**src/rtl/i1_output_arbiter_if.sv**
```systemverilog
// rtl/i1_output_arbiter_if.sv - flit source, output link and status bundle for i1_output_arbiter
interface i1_output_arbiter_if #(
    parameter int N_PORTS = 4
);
    logic [16*N_PORTS-1:0] in_data;
    logic [N_PORTS-1:0]    in_req;
    logic [N_PORTS-1:0]    in_bussy;
    logic [15:0]           out_data;
    logic                  out_req;
    logic                  out_bussy;
    logic [N_PORTS-1:0]    grant_vec;
    logic                  err;

    // Environment side: flit sources and the downstream link
    modport master (
        output in_data, in_req, out_bussy,
        input  in_bussy, out_data, out_req, grant_vec, err
    );

    // Arbiter side
    modport slave (
        input  in_data, in_req, out_bussy,
        output in_bussy, out_data, out_req, grant_vec, err
    );
endinterface

```
**src/rtl/i1_output_arbiter.sv**
```systemverilog
// rtl/i1_output_arbiter.sv - wormhole output arbiter, priority/regular classes, round robin; I1_ARB_STARVE_EN builds the anti-starvation counter
module i1_output_arbiter #(
    parameter int         N_PORTS      = 4,
    parameter int         PW           = 2,
    parameter logic [3:0] STARVE_LIMIT = 4'd15
) (
    input logic               clk,
    input logic               reset,
    i1_output_arbiter_if.slave link
);
    localparam logic [2:0] T_REG  = 3'b000;
    localparam logic [2:0] T_PRI  = 3'b001;
    localparam logic [2:0] T_TAIL = 3'b011;

    typedef enum logic {IDLE, LOCKED} state_t;

    state_t               state;
    logic [PW-1:0]        lock;
    logic [PW-1:0]        rr_ptr;
    logic [15:0]          out_data_r;
    logic                 out_req_r;
    logic [N_PORTS-1:0]   grant_r;
    logic                 err_r;

    logic [N_PORTS-1:0]   reg_head;
    logic [N_PORTS-1:0]   pri_head;
    logic [N_PORTS-1:0]   non_head;
    logic [2:0]           typ;
    logic [N_PORTS-1:0]   cand;
    logic                 pick_reg;
    logic                 force_reg;
    logic [PW-1:0]        win;
    logic                 found;
    int                   idx;
    logic [15:0]          cur_data;
    logic                 cur_req;
    logic                 stall;
    logic                 accept;
    logic [N_PORTS-1:0]   bussy;

    // Sort each presented flit into regular head, priority head or stray non-head
    always_comb begin
        reg_head = '0;
        pri_head = '0;
        non_head = '0;
        typ      = '0;
        for (int i = 0; i < N_PORTS; i++) begin
            typ = link.in_data[16*i+13 +: 3];
            if (link.in_req[i]) begin
                if (typ == T_REG)      reg_head[i] = 1'b1;
                else if (typ == T_PRI) pri_head[i] = 1'b1;
                else                   non_head[i] = 1'b1;
            end
        end
    end

`ifdef I1_ARB_STARVE_EN
    logic [3:0] starve_cnt;

    assign force_reg = (starve_cnt == STARVE_LIMIT) && (|reg_head);

    // Count priority wins taken while a regular head sat waiting
    always_ff @(posedge clk) begin
        if (!reset) begin
            starve_cnt <= 4'd0;
        end else if (state == IDLE && found) begin
            if (pick_reg || !(|reg_head))
                starve_cnt <= 4'd0;
            else if (starve_cnt < STARVE_LIMIT)
                starve_cnt <= starve_cnt + 4'd1;
        end
    end
`else
    // Strict priority: the limit only matters when the counter is built
    logic [3:0] unused_starve_limit;
    assign unused_starve_limit = STARVE_LIMIT;
    assign force_reg = 1'b0;
`endif

    assign pick_reg = force_reg || !(|pri_head);
    assign cand     = pick_reg ? reg_head : pri_head;

    // Round-robin search of the chosen class starting at rr_ptr
    always_comb begin
        win   = '0;
        found = 1'b0;
        idx   = 0;
        for (int k = N_PORTS - 1; k >= 0; k--) begin
            idx = int'(rr_ptr) + k;
            if (idx >= N_PORTS) idx = idx - N_PORTS;
            if (cand[idx]) begin
                win   = PW'(idx);
                found = 1'b1;
            end
        end
    end

    assign cur_data = link.in_data[16*int'(lock) +: 16];
    assign cur_req  = link.in_req[lock];
    assign stall    = out_req_r && link.out_bussy;
    assign accept   = (state == LOCKED) && cur_req && !stall;

    // Heads wait in IDLE, strays are swallowed; only the owner may move when locked
    always_comb begin
        bussy = '1;
        if (reset) begin
            if (state == IDLE) bussy = ~non_head;
            else               bussy[lock] = stall;
        end
    end

    // Lock FSM, round-robin pointer, output register and sticky error
    always_ff @(posedge clk) begin
        if (!reset) begin
            state      <= IDLE;
            lock       <= '0;
            rr_ptr     <= '0;
            out_data_r <= 16'h0000;
            out_req_r  <= 1'b0;
            grant_r    <= '0;
            err_r      <= 1'b0;
        end else begin
            case (state)
                IDLE: begin
                    if (|non_head) err_r <= 1'b1;
                    if (found) begin
                        state   <= LOCKED;
                        lock    <= win;
                        grant_r <= N_PORTS'(1) << win;
                    end
                end
                LOCKED: begin
                    if (accept && cur_data[15:13] == T_TAIL) begin
                        state   <= IDLE;
                        grant_r <= '0;
                        rr_ptr  <= (lock == PW'(N_PORTS - 1)) ? '0 : lock + 1'b1;
                    end
                end
                default: state <= IDLE;
            endcase
            if (accept) begin
                out_data_r <= cur_data;
                out_req_r  <= 1'b1;
            end else if (!link.out_bussy) begin
                out_req_r  <= 1'b0;
            end
        end
    end

    assign link.in_bussy  = bussy;
    assign link.out_data  = out_data_r;
    assign link.out_req   = out_req_r;
    assign link.grant_vec = grant_r;
    assign link.err       = err_r;
endmodule

```
**src/flat_wrapper.sv**
```systemverilog
// flat-port wrapper written by rule: the top's interface ports become plain ports
module i1_output_arbiter_flat 
#(
    parameter int         N_PORTS      = 4,
    parameter int         PW           = 2,
    parameter logic [3:0] STARVE_LIMIT = 4'd15
)
  (clk, reset, link_in_data, link_in_req, link_out_bussy, link_in_bussy, link_out_data, link_out_req, link_grant_vec, link_err);
  i1_output_arbiter_if #(.N_PORTS(N_PORTS)) link_i ();
  input logic clk;
  input logic reset;
  input wire logic [$bits(link_i.in_data)-1:0] link_in_data;
  input wire logic [$bits(link_i.in_req)-1:0] link_in_req;
  input wire logic [$bits(link_i.out_bussy)-1:0] link_out_bussy;
  output wire logic [$bits(link_i.in_bussy)-1:0] link_in_bussy;
  output wire logic [$bits(link_i.out_data)-1:0] link_out_data;
  output wire logic [$bits(link_i.out_req)-1:0] link_out_req;
  output wire logic [$bits(link_i.grant_vec)-1:0] link_grant_vec;
  output wire logic [$bits(link_i.err)-1:0] link_err;
  assign link_i.in_data = link_in_data;
  assign link_i.in_req = link_in_req;
  assign link_i.out_bussy = link_out_bussy;
  assign link_in_bussy = link_i.in_bussy;
  assign link_out_data = link_i.out_data;
  assign link_out_req = link_i.out_req;
  assign link_grant_vec = link_i.grant_vec;
  assign link_err = link_i.err;
  i1_output_arbiter #(.N_PORTS(N_PORTS), .PW(PW), .STARVE_LIMIT(STARVE_LIMIT)) u_core (.clk(clk), .reset(reset), .link(link_i));
endmodule
```
**config.mk**
```make
export PLATFORM = sky130hd
export DESIGN_NAME = i1_output_arbiter_flat
export DESIGN_NICKNAME = d
export VERILOG_FILES = /design/src/rtl/i1_output_arbiter_if.sv /design/src/rtl/i1_output_arbiter.sv /design/src/flat_wrapper.sv
export SDC_FILE = /design/constraint.sdc
export NUM_CORES = 1
export LEC_CHECK = 0
export BUFFER_PORTS_ARGS = -buffer_cell sky130_fd_sc_hd__buf_2
export CORE_MARGIN = 3
export CORE_UTILIZATION = 35
export DETAILED_ROUTE_END_ITERATION = 10
export GPL_TIMING_DRIVEN = 0
export HOLD_SLACK_MARGIN = 0.05
export PLACE_DENSITY_LB_ADDON = 0.2
export SLEW_MARGIN = 40
export SYNTH_ARGS = -nofsm -noshare
export SYNTH_HDL_FRONTEND = slang
export SYNTH_SLANG_ARGS = --single-unit
```
**constraint.sdc**
```tcl
create_clock -name clk -period 5.9 [get_ports clk]
set_clock_uncertainty 0.05 [all_clocks]
set_input_delay 0.295 -clock clk [delete_from_list [all_inputs] [get_ports clk]]
set_output_delay 0.295 -clock clk [all_outputs]
set_load 0.02 [all_outputs]
```
==> run_summary.xml <==
<?xml version="1.0" encoding="UTF-8"?>
<metrics>
  <group name="setup_path">
    <metric name="crit_arrival" unit="ns">2.23</metric>
    <metric name="setup.worst_path.end_class" unit="">output pin</metric>
    <metric name="timing_worst_setup_path_type" unit="">reg -&gt; out</metric>
    <metric name="worst_setup_path_start_kind" unit="">register</metric>
    <metric name="critPathMaxFanout" unit="">10</metric>
    <metric name="critical_path_required" unit="ns">5.56</metric>
  </group>
  <group name="yosys">
    <metric name="synthFlopType" unit="">dfxtp_1</metric>
    <metric name="main_combinational_cell_family_by_area_after_synthesis" unit="">multiplexers</metric>
    <metric name="synthesized_area_fraction_occupied_by_ao_oa_aoi_and_oai_cells" unit="%">12.4</metric>
    <metric name="yosys_warning_count" unit="">0</metric>
    <metric name="synth_cell_type_count" unit="">36</metric>
    <metric name="xor_xnor_portion_of_the_synthesized_cell_area" unit="%">0</metric>
    <metric name="synth_adder_area_share" unit="%">2.84</metric>
    <metric name="sequential_element_share_of_the_synthesized_area" unit="%">30.7</metric>
    <metric name="netlist_instances" unit="">177</metric>
    <metric name="synthMuxAreaShare" unit="%">30.3</metric>
    <metric name="syn-cell-area" unit="µm²">1760</metric>
    <metric name="post_synth.cell_area_avg" unit="µm²">9.95</metric>
    <metric name="synth_edf_count" unit="">0</metric>
    <metric name="ys_seq_elements" unit="">27</metric>
    <metric name="synthArstFlopShare" unit="%">0</metric>
    <metric name="post_synth_and_or_nand_nor_area_fraction" unit="%">19.7</metric>
    <metric name="synth_fp_nets" unit="">252</metric>
  </group>
  <group name="global_routing">
    <metric name="grt_use_total" unit="%">16.4</metric>
    <metric name="wire_length_of_the_first_global_routing_pass" unit="mm">7.91</metric>
    <metric name="pin_count_of_the_biggest_net_entering_global_routing" unit="">15</metric>
    <metric name="grt_pass1_vias" unit="">1664</metric>
    <metric name="initial_antenna_violation_count" unit="">0</metric>
    <metric name="overflow" unit="">0</metric>
  </group>
  <group name="finish">
    <metric name="nNetsFinal" unit="">352</metric>
    <metric name="num_antenna_cells" unit="">0</metric>
    <metric name="filler_cell_count" unit="">486</metric>
    <metric name="utilization" unit="%">49.4</metric>
    <metric name="final_layout_size_suffix_gt1_share" unit="%">45.7</metric>
    <metric name="final_cell_area" unit="µm²">2360</metric>
    <metric name="layout.cells.non_filler" unit="">343</metric>
    <metric name="mostFrequentLayoutCells" unit="">buf_2, nor2_1, dfxtp_1, nand2_1, mux4_2</metric>
    <metric name="register_area" unit="µm²">541</metric>
    <metric name="area_growth" unit="%">34.3</metric>
    <metric name="mostFrequentLayoutCell" unit="">buf_2</metric>
    <metric name="multi_input_area" unit="µm²">1150</metric>
  </group>
  <group name="cts">
    <metric name="worst_setup_hold_path_clk_slew" unit="ns">0.09</metric>
    <metric name="ctsHtreeMaxLevel" unit="">1</metric>
    <metric name="cts_buffers" unit="">3</metric>
    <metric name="post-cts-setup-buffers" unit="">0</metric>
    <metric name="clock_latency" unit="ns">0.26</metric>
    <metric name="clock_tree.root_cell" unit="">clkbuf_8</metric>
    <metric name="ctsLongestPathBuffers" unit="">2</metric>
    <metric name="holdBufCountCts" unit="">0</metric>
    <metric name="cts_resized" unit="">0</metric>
    <metric name="cts_tree" unit="">yes</metric>
    <metric name="numClockSinks" unit="">27</metric>
  </group>
  <group name="timing">
    <metric name="fin_tns_setup" unit="ns">0</metric>
    <metric name="fmax" unit="MHz">388</metric>
    <metric name="setup_viol" unit="">0</metric>
    <metric name="post-route-min-period" unit="ns">2.58</metric>
    <metric name="tightestPinTransition" unit="ns">0.690</metric>
    <metric name="worst_slew_margin_rel" unit="%">54.0</metric>
    <metric name="fin_crit_sh" unit="%">43.6</metric>
    <metric name="setup_repair_after_global_routing_missed_its_margin" unit="">false</metric>
    <metric name="timing_hold_violations_final" unit="">0</metric>
    <metric name="slew_viol_final" unit="">0</metric>
  </group>
  <group name="placed_design">
    <metric name="hpwlAfterDp" unit="mm">4.00</metric>
    <metric name="port-buffer-count" unit="">95</metric>
    <metric name="place.gp.congestion" unit="">0.814</metric>
    <metric name="dp.cells" unit="">339</metric>
    <metric name="placedInstanceArea" unit="µm²">2320</metric>
  </group>
  <group name="floorplanning">
    <metric name="core-area" unit="µm²">4790</metric>
    <metric name="initial_utilization" unit="%">36.8</metric>
    <metric name="placementRows" unit="">25</metric>
    <metric name="design.die.area" unit="µm²">5920</metric>
    <metric name="io_pins" unit="">97</metric>
    <metric name="fp.dieW" unit="µm">76.9</metric>
    <metric name="die_h" unit="µm">76.9</metric>
  </group>
  <group name="power">
    <metric name="p_per_area" unit="nW/µm²">184</metric>
    <metric name="p_leak" unit="nW">1.11</metric>
    <metric name="irDropWorstVdd" unit="mV">0.151</metric>
  </group>
  <group name="flow_run">
    <metric name="drv_cap" unit="">0</metric>
  </group>
  <group name="routing">
    <metric name="routedWlPerCell" unit="µm">14.5</metric>
    <metric name="detail_route.drc_violations" unit="">0</metric>
    <metric name="iter_0_drt_violations" unit="">42</metric>
    <metric name="detail_route.wirelength" unit="mm">4.97</metric>
    <metric name="drt-vias-per-instance" unit="">5.13</metric>
    <metric name="first_pass_iters" unit="">4</metric>
    <metric name="routed-via-count" unit="">1758</metric>
    <metric name="remaining_antenna_violation_count" unit="">0</metric>
  </group>
  <group name="outcome">
    <metric name="run_status" unit="">finished, final reports clean</metric>
  </group>
  <group name="worst_hold_path">
    <metric name="path_class_of_the_lowest_slack_min_delay_path" unit="">in -&gt; reg</metric>
  </group>
</metrics>
-- through the flow --
step                worst slack, ns  power [mW]  hold slack [ns]
floorplan                      3.81       0.287            0.412
global placement               3.60       0.336            0.394
detailed placement             3.57       0.338            0.400
CTS                            3.27       0.442            0.256
global route                   3.04       0.460            0.284
finish                         3.32       0.436            0.265
-- layout make-up --
cell class                      count  area share [%]
Tap cell                           67            3.54
Clock buffer                        4            1.90
Buffer                             10            2.38
Multi-Input combinational cell    136            48.6
Timing Repair Buffer               95            20.1
Inverter                            4           0.635
Sequential cell                    27            22.9
-- cells in the mapped netlist (2+ instances only) --
master | instances | area (µm²)
nor2_1 | 28 | 105
dfxtp_1 | 27 | 541
mux4_2 | 17 | 383
nand2_1 | 17 | 63.8
mux2i_1 | 15 | 150
o21ai_0 | 8 | 40.0
a31oi_1 | 5 | 31.3
a21oi_1 | 4 | 20.0
clkbuf_1 | 4 | 15.0
ha_1 | 4 | 50.1
inv_1 | 4 | 15.0
nand4_1 | 4 | 25.0
or4bb_1 | 4 | 45.0
a31o_2 | 3 | 26.3
and2_1 | 3 | 18.8
nand3_1 | 3 | 15.0
or3_1 | 3 | 18.8
a22o_1 | 2 | 17.5
buf_6 | 2 | 22.5
clkbuf_2 | 2 | 10.0
nor3b_1 | 2 | 15.0
o31ai_1 | 2 | 15.0
-- logic make-up (layout without fill, tap and decap cells) --
logic type	count (synthesis)	after routing
multiplexers	32	32
adder cells (fa/ha/maj)	4	4
buffers and inverters	14	113
AO/OA/AOI/OAI	32	32
flip-flops	27	27
AND/OR/NAND/NOR	68	68
-- registers in the layout, summed over array words and instances, names as in the netlist --
signal / cells
u_core.link.out_data: 16
u_core.link.grant_vec: 4
u_core.lock: 2
u_core.rr_ptr: 2
u_core.link.err: 1
u_core.link.out_req: 1
u_core.state: 1
-- final timing paths --
kind / start / end / slack, ns / cells past startpoint
setup reg to reg: u_core.lock[0] / u_core.rr_ptr[0] / 3.58 / 6
hold / removal: link_out_bussy / u_core.link.out_req / 0.26 / 3
setup / recovery: u_core.lock[0] / link_in_bussy[0] / 3.32 / 8
hold reg to reg: u_core.link.out_data[13] / u_core.link.out_data[13] / 0.41 / 2
-- power breakdown --
group | leakage, nW | switching [mW] | internal (mW)
Combinational | 0.870 | 0.0707 | 0.0634
Sequential | 0.220 | 0.00579 | 0.193
Clock | 0.0228 | 0.0544 | 0.0483
Total | 1.11 | 0.131 | 0.305
-- metal layers --
layer	vias to the layer above	share of wire, %	GRT usage, %
met5	-	0	0
met4	0	1.5	3.62
met3	8	6.0	3.87
met2	58	49	29.0
met1	822	44	20.0
li1	870	-	-
-- worst max-delay path, cell delays in order, from the launching register on --
cell and delay (ns):
dfxtp_1 0.42, buf_6 0.21, buf_1 0.55, inv_1 0.14
ha_1 0.23, nand2_1 0.06, o21ai_0 0.07, nand2_1 0.09
buf_2 0.17
Note: power is estimated with default switching activity, not from simulation.
